`src/rtl/bus_pkg.sv`:
```
// Shared definitions for the two-master bus arbiter: FSM state encoding,
// master index constants and a small index-to-one-hot helper.
package bus_pkg;

  typedef enum logic [1:0] {
    ST_IDLE   = 2'd0,
    ST_ACCESS = 2'd1,
    ST_DONE   = 2'd2
  } state_t;

  // Master indices: the CPU is master 0, the DMA engine is master 1.
  localparam logic M_CPU = 1'b0;
  localparam logic M_DMA = 1'b1;

  // Expand a master index into its one-hot per-master strobe vector.
  function automatic logic [1:0] idx_onehot(input logic idx);
    idx_onehot = idx ? 2'b10 : 2'b01;
  endfunction

endpackage

```
`src/rtl/bus_arbiter_rr_pick2.sv`:
```
// Two-way round-robin picker: with both requests high the master that was
// not served last wins; a lone requester always wins.
module rr_pick2
  import bus_pkg::*;
(
  input  logic [1:0] req,
  input  logic       last,
  output logic       winner,
  output logic       valid
);

  // Pure combinational selection; the caller registers the result.
  always_comb begin
    valid  = |req;
    winner = M_CPU;
    if (req == 2'b11) begin
      winner = ~last;
    end else if (req[1]) begin
      winner = M_DMA;
    end
  end

endmodule

```
`src/rtl/bus_arbiter.sv`:
```
// Two-master (CPU / DMA) single-slave bus arbiter with IDLE/ACCESS/DONE FSM.
// The winner's request fields are latched at grant so the slave bus stays
// stable for the whole access. mDone/mErr are registered one-cycle pulses
// issued on the edge that leaves DONE.
// Optional feature: define BUS_ARBITER_TIMEOUT_EN to abort an access after
// TIMEOUT_CYC ACCESS cycles without busReady (completes with mErr and zero
// read data). Without the macro the arbiter waits forever and mErr is 0.
module bus_arbiter
  import bus_pkg::*;
#(
  parameter int TIMEOUT_CYC = 16
) (
  input  logic             clk,
  input  logic             reset,
  input  logic [1:0]       mReq,
  input  logic [1:0]       mWe,
  input  logic [1:0][31:0] mAddr,
  input  logic [1:0][31:0] mWData,
  input  logic [1:0][1:0]  mLS,
  input  logic [1:0]       mSign,
  output logic [1:0]       mGnt,
  output logic [1:0][31:0] mRData,
  output logic [1:0]       mDone,
  output logic [1:0]       mErr,
  output logic             busWe,
  output logic [31:0]      busAddr,
  output logic [31:0]      busWData,
  output logic [1:0]       LSControl,
  output logic             SignControl,
  input  logic [31:0]      busRData,
  input  logic             busReady
);

`ifdef BUS_ARBITER_TIMEOUT_EN
  localparam bit TMO_EN = 1'b1;
`else
  localparam bit TMO_EN = 1'b0;
`endif

  localparam int             CNT_W    = $clog2(TIMEOUT_CYC + 1);
  localparam logic [CNT_W-1:0] CNT_LAST = CNT_W'(TIMEOUT_CYC - 1);

  state_t            state_q, state_d;
  logic              win_q, win_d;
  logic              last_q, last_d;
  logic [1:0]        gnt_q, gnt_d;
  logic [1:0]        done_q, done_d;
  logic [1:0]        err_q, err_d;
  logic [1:0][31:0]  rdata_q, rdata_d;
  logic              abort_q, abort_d;
  logic [CNT_W-1:0]  cnt_q, cnt_d;

  logic              lat_we_q, lat_we_d;
  logic [31:0]       lat_addr_q, lat_addr_d;
  logic [31:0]       lat_wdata_q, lat_wdata_d;
  logic [1:0]        lat_ls_q, lat_ls_d;
  logic              lat_sign_q, lat_sign_d;

  logic              pick_winner;
  logic              pick_valid;
  logic              timeout_hit;

  rr_pick2 u_pick (
    .req    (mReq),
    .last   (last_q),
    .winner (pick_winner),
    .valid  (pick_valid)
  );

  // Timeout fires on the last allowed ACCESS cycle when the slave is still not ready.
  assign timeout_hit = TMO_EN && (state_q == ST_ACCESS) && !busReady && (cnt_q == CNT_LAST);

  // State register: reset aborts any access in flight and returns to IDLE.
  always_ff @(posedge clk or negedge reset) begin
    if (!reset) begin
      state_q <= ST_IDLE;
    end else begin
      state_q <= state_d;
    end
  end

  // Next-state logic.
  always_comb begin
    state_d = state_q;
    unique case (state_q)
      ST_IDLE:   if (pick_valid) state_d = ST_ACCESS;
      ST_ACCESS: if (busReady || timeout_hit) state_d = ST_DONE;
      ST_DONE:   state_d = ST_IDLE;
      default:   state_d = ST_IDLE;
    endcase
  end

  // Per-state updates of grant, completion pulses, read data and latched request.
  always_comb begin
    win_d       = win_q;
    last_d      = last_q;
    gnt_d       = gnt_q;
    done_d      = '0;
    err_d       = '0;
    rdata_d     = rdata_q;
    abort_d     = abort_q;
    cnt_d       = '0;
    lat_we_d    = lat_we_q;
    lat_addr_d  = lat_addr_q;
    lat_wdata_d = lat_wdata_q;
    lat_ls_d    = lat_ls_q;
    lat_sign_d  = lat_sign_q;
    unique case (state_q)
      ST_IDLE: begin
        if (pick_valid) begin
          win_d       = pick_winner;
          gnt_d       = idx_onehot(pick_winner);
          abort_d     = 1'b0;
          lat_we_d    = mWe[pick_winner];
          lat_addr_d  = mAddr[pick_winner];
          lat_wdata_d = mWData[pick_winner];
          lat_ls_d    = mLS[pick_winner];
          lat_sign_d  = mSign[pick_winner];
        end
      end
      ST_ACCESS: begin
        if (TMO_EN) cnt_d = cnt_q + 1'b1;
        if (busReady) begin
          rdata_d[win_q] = busRData;
        end else if (timeout_hit) begin
          rdata_d[win_q] = '0;
          abort_d        = 1'b1;
        end
      end
      ST_DONE: begin
        gnt_d  = '0;
        last_d = win_q;
        done_d = idx_onehot(win_q);
        err_d  = abort_q ? idx_onehot(win_q) : 2'b00;
      end
      default: ;
    endcase
  end

  // Control and master-facing output registers.
  always_ff @(posedge clk or negedge reset) begin
    if (!reset) begin
      win_q   <= M_CPU;
      last_q  <= M_DMA;
      gnt_q   <= '0;
      done_q  <= '0;
      err_q   <= '0;
      rdata_q <= '0;
      abort_q <= 1'b0;
      cnt_q   <= '0;
    end else begin
      win_q   <= win_d;
      last_q  <= last_d;
      gnt_q   <= gnt_d;
      done_q  <= done_d;
      err_q   <= err_d;
      rdata_q <= rdata_d;
      abort_q <= abort_d;
      cnt_q   <= cnt_d;
    end
  end

  // Latched request fields: only observed while in ACCESS, so no reset needed.
  always_ff @(posedge clk) begin
    lat_we_q    <= lat_we_d;
    lat_addr_q  <= lat_addr_d;
    lat_wdata_q <= lat_wdata_d;
    lat_ls_q    <= lat_ls_d;
    lat_sign_q  <= lat_sign_d;
  end

  // Slave bus carries the latched request during ACCESS and is zero otherwise.
  always_comb begin
    busWe       = 1'b0;
    busAddr     = '0;
    busWData    = '0;
    LSControl   = '0;
    SignControl = 1'b0;
    if (state_q == ST_ACCESS) begin
      busWe       = lat_we_q;
      busAddr     = lat_addr_q;
      busWData    = lat_wdata_q;
      LSControl   = lat_ls_q;
      SignControl = lat_sign_q;
    end
  end

  assign mGnt   = gnt_q;
  assign mDone  = done_q;
  assign mRData = rdata_q;
  assign mErr   = TMO_EN ? err_q : 2'b00;

endmodule

```
`config.mk`:
```
export PLATFORM = sky130hd
export DESIGN_NAME = bus_arbiter
export DESIGN_NICKNAME = d
export VERILOG_FILES = /design/src/rtl/bus_pkg.sv /design/src/rtl/bus_arbiter_rr_pick2.sv /design/src/rtl/bus_arbiter.sv
export SDC_FILE = /design/constraint.sdc
export NUM_CORES = 1
export LEC_CHECK = 0
export CAP_MARGIN = 15
export CORE_UTILIZATION = 44
export DETAILED_ROUTE_END_ITERATION = 8
export HOLD_SLACK_MARGIN = 0.1
export PLACE_DENSITY_LB_ADDON = 0.12
export SETUP_SLACK_MARGIN = 0.4
export SLEW_MARGIN = 20
export SYNTH_ARGS = -nofsm -noshare
export SYNTH_HDL_FRONTEND = slang
export SYNTH_SLANG_ARGS = --single-unit
```
`constraint.sdc`:
```
create_clock -name clk -period 4.05 [get_ports clk]
set_input_delay 0.6075 -clock clk [delete_from_list [all_inputs] [get_ports clk]]
set_output_delay 0.6075 -clock clk [all_outputs]
set_load 0.02 [all_outputs]
```
After elaboration in Yosys (flattened, before gate mapping)
Index checks and enable logic that the tools add are counted.
Storage, ports and cells
  latch bits: 0
  word-level logic and storage cells: 57
  bits in read-only memories: 0
  bits of input ports: 173
  bits in writable memories: 0
  register bits after elaboration: 140
  memories: 0
  output and inout port bits: 138
Cells by class
  div/mod/pow operators: 0
  $add $sub $neg: 0
  $lt $le $gt $ge: 3
  equality and inequality tests: 5
  shifts and indexed selects: 0
  mux-type cells: 28
  bitwise logic cells: 1
  multipliers: 0
  reductions and logical operators: 8
Operator list (number)
  2-to-1 mux 32 bit: 7
  bitwise mux 64 bit: 1
  demux 32 bit (select 1 bit): 1
  2-to-1 mux 2 bit: 9
  2-to-1 mux 1 bit: 8
  case mux 2 bit (2 select lines): 2
  AND reduction 2 bit: 4
  == test 2 bit (second input constant): 2
  less-than comparator 1 x 2 -> 1 bit (second input constant): 2
  != test 2 bit (second input constant): 2
  == test 2 x 1 -> 1 bit (second input constant): 1
  logical NOT 2 bit: 1
  nonzero test 2 bit: 1
  OR reduction 2 bit: 1
  greater-or-equal comparator 1 bit (second input constant): 1
  logical AND 1 bit: 1
  NOT 1 bit: 1

Logic depth before layout (Yosys ltp)
  depth after elaboration: 5
  depth in mapped cells: 6
  mapped depth without buffers: 3

Cells and area by module
A second synthesis with hierarchy kept.
Unflattened totals
  cell total of the unflattened synthesis: 388
  area total of the unflattened synthesis: 6219.7 µm²
By module, submodules not included
  bus_arbiter: instances 1, cells an instance 386, seq. area each 3844.9 µm², area each 6206.0 µm²
  rr_pick2: instances 1, cells an instance 2, seq. area each 0.0 µm², area each 13.8 µm²

Worst setup path before layout
No wires, ideal clock.
  path kind: reg-to-reg
  start: register state_q[1]
  end: register lat_addr_q[0] (enable)
  setup time: 431 ps
  arrival time: 2227 ps
  stages on the path, launching flop included: 3
  setup slack: 1392 ps
  buffers on the path: 0
  clock period less this slack: 2658 ps
  required time: 3619 ps
  cells stage by stage: dfrtp_1 nor2_1 o21a_1
On the way
  cells in the longest elaborated chain, start to end: 2
Ends and longest elaborated chain
  start: declaration: RTL line bus_arbiter.sv:43  | state_t state_q, state_d;
  start signal: assignment: RTL line bus_arbiter.sv:78  | state_q <= state_d;
  logical NOT 2 bit: RTL line bus_arbiter.sv:108  | unique case (state_q)
  AND reduction 2 bit (no source line)
  end signal: assignment: RTL line bus_arbiter.sv:166  | lat_addr_q <= lat_addr_d;
  end: declaration: RTL line bus_arbiter.sv:54  | logic [31:0] lat_addr_q, lat_addr_d;
Every way passes these cells.
A chain may end at the register's enable or synchronous reset.

Worst setup path in the final report
  start: register state_q[0]
  end: output port busWData[0]
On the way
  cells in the longest elaborated chain, start to end: 2
Ends and longest elaborated chain
  == test 2 x 1 -> 1 bit: RTL line bus_arbiter.sv:179  | if (state_q == ST_ACCESS) begin
  2-to-1 mux 32 bit: RTL line bus_arbiter.sv:179
  end: declaration: RTL line bus_arbiter.sv:27  | output logic [31:0] busWData,
Every way passes these cells.

==> summary.md <==
| Metric | Value |
|---|---|
| Gr usage total | 23.71% |
| Post-route cell area | 10,040 um^2 |
| R2r startpoint | state_q[0] |
| Final Cycle Share | 76.42% |
| Hpwl dp | 12.11 mm |
| Buffers on Ports | 308 |
| Crit path launch type | flop |
| EDFF count, synth | 68 |
| Crit. End Element | output port |
| Cells on worst reg2reg path | 3 |
| Highest net fanout along the worst path | 31 |
| Overflow after GRT | 0 |
| Number of H-tree levels | 4 |
| Via count | 4,337 |
| Row count | 43 |
| Syn. warnings | 0 |
| Routability cong. | 0.7815 |
| Die width | 120.8 um |
| Ys async rst share | 51.43% |
| RSZ-0062 raised after global routing | false |
| Die ar. | 14,580 um^2 |
| Final hold vios | 0 |
| Setup TNS Final | 0 ps |
| Max Clock Skew | 4.854 ps |
| Slew @ Worst Pin | 982.4 ps |
| Worst Hold Class | input pin to async pin |
| Seq cells post-synth | 140 |
| Vias per inst | 4.862 |
| Ys flop type | dfrtp_1 |
| Reg area | 3845 um^2 |
| Multi-input gate area | 2197 um^2 |
| Max Cap Viol | 0 |
| Routed wire length per instance | 18.63 um |
| Root Buffer Master | clkbuf_16 |
| Post-DP Area | 9412 um^2 |
| Routed Antenna Nets | 0 |
| Drt pass-1 iters | 4 |
| Clk Latency, worst-skew pair | 420 ps |
| Postcts setup bufs | 0 |
| CTS Hold Bufs | 0 |
| Count of boundary I/O pins | 311 |
| DRC | 0 |
| Total CTS buffers | 17 |
| Setup Viol. Count Final | 0 |
| Worst R2R End | mRData[40] |
| Nets@finish | 872 |
| Worst reg-to-reg setup slack | 1710 ps |
| Rel. slew slack | 34.51% |
| First-pass GRT wire length | 25.23 mm |
| Core ar. | 13,830 um^2 |
| Post-CTS Resized | 0 |
| Power Density | 676.1 nW/um^2 |
| Power consumption | 6.786 mW |
| Pleak | 3.921 nW |
| Starting density of the core | 44.88% |
| Area delta synth->final | 61.73% |
| Max Slew Vio Count | 0 |
| Vias in the first global route | 4,709 |
| DR iter-0 viols | 210 |
| Number of fillers in the final layout | 940 |
| CP required | 3440 ps |
| Antenna violations before repair | 0 |
| Synth Instances | 390 |
| Status | completed |
| CTS sink count | 140 |
| Netlist Area Pre-Place | 6206 um^2 |
| Min Clock Period, post-route | 3095 ps |
| Syn avg cell area | 15.91 um^2 |
| Crit Path Class | flop to output port |
| Die Ht | 120.8 um |
| Arr. time, crit path | 2490 ps |
| Ant. Diodes | 0 |
| Fmax | 0.3231 GHz |
| Total Wirelength | 16.62 mm |
| CTS tree | done |
| Post-synthesis sequential area ratio | 61.96% |
| Share of cells above drive strength 1 | 24.30% |
| Maximum vdd drop | 0.0003041 V |
| Clock transition at path regs | 60 ps |
| Clk buf depth | 2 |
| Pin count of the biggest net entering global routing | 69 |
| Netlist cell types | 29 |
## worst max-delay path: stages, from the launching register on
cell and delay, ps:
dfrtp_1 450, nor2b_4 420, buf_4 350, and2_1 220
clkdlybuf4s50_1 630
## how the worst max path moves through the flow
stage	start	end	slack, ps	cells after the start
floorplan	state_q[1]	lat_addr_q[0]	1390	2
global placement	mReq[1]	lat_wdata_q[0]	1300	4
detailed placement	mReq[1]	lat_wdata_q[1]	1230	4
CTS	state_q[0]	busWData[0]	880	4
global route	state_q[0]	busWData[0]	770	4
finish	state_q[0]	busWData[0]	950	4
## final cells by class
class / instances / share of cell area [%]
clock buffers: 24 / 5.547
inverters: 1 / 0.03740
flip-flops and latches: 140 / 38.31
well taps: 180 / 2.244
clock inverters: 8 / 0.6856
multi-input cells: 226 / 21.89
repair buffers: 313 / 31.29
## registers in the layout, summed over array words and instances, names as in the netlist
signal       count
mRData          64
lat_sign_q       1
mDone            2
lat_we_q         1
lat_wdata_q     32
lat_addr_q      32
mGnt             2
last_q           1
win_q            1
lat_ls_q         2
state_q          2
## layout by cell type, fill, tap and decap left out, drive strengths merged, types with 2 or more instances in the layout
cell type / n
clkdlybuf4s50: 307
mux2: 132
dfrtp: 71
and2: 69
edfxtp: 68
clkbuf: 24
buf: 6
nor2: 5
nand2: 4
clkinv: 4
inv: 4
o21ai: 2
conb: 2
a21boi: 2
nand3: 2
## power breakdown
part	leakage [nW]	switching [mW]	internal, mW
Clock	0.318	0.581	1.02
Sequential	1.50	0.218	2.04
Combinational	2.10	1.35	1.58
## logic make-up (layout without fill, tap and decap cells)
group	Yosys count	count (layout)	share of synthesized area (%)
AND/OR/NAND/NOR	85	85	8.447
multiplexers	132	132	25.77
other	1	2	0.06043
buffers and inverters	25	346	2.944
AO/OA/AOI/OAI	7	7	0.8268
flip-flops	140	140	61.96
## layer usage
metal  GRT usage, %  part of all wire, %
met4          12.11                  3.3
met3          10.66                  9.9
met1          23.74                   35
met5              0                    0
met2          41.34                   52
## synthesized netlist by cell type, types with 2 or more instances
| cell type | number | share of area, % |
|---|---|---|
| buf_6 | 2 | 0.36 |
| dfrtp_1 | 71 | 29 |
| buf_4 | 4 | 0.48 |
| nor2_1 | 5 | 0.30 |
| mux2_2 | 100 | 18 |
| buf_12 | 3 | 0.97 |
| buf_2 | 8 | 0.65 |
| mux2_4 | 30 | 7.3 |
| and2_1 | 69 | 7.0 |
| nand2_1 | 4 | 0.24 |
| edfxtp_1 | 68 | 33 |
| clkbuf_1 | 7 | 0.42 |
| mux2_1 | 2 | 0.36 |
| o21ai_0 | 2 | 0.16 |
## per-stage QoR
step / utilization, % / std cells / worst slack, ps / hold slack [ps]
final: 72.59 / 892 / 954.9 / 219.2
after global routing: 72.59 / 892 / 774.2 / 264.3
after CTS: 72.59 / 892 / 880.8 / 232.4
after detailed placement: 68.07 / 860 / 1227 / 465.9
after global placement: 68.07 / 860 / 1300 / 463.1
after floorplan: - / 391 / 1392 / 311.9
Power figures use the tool's default switching activity.
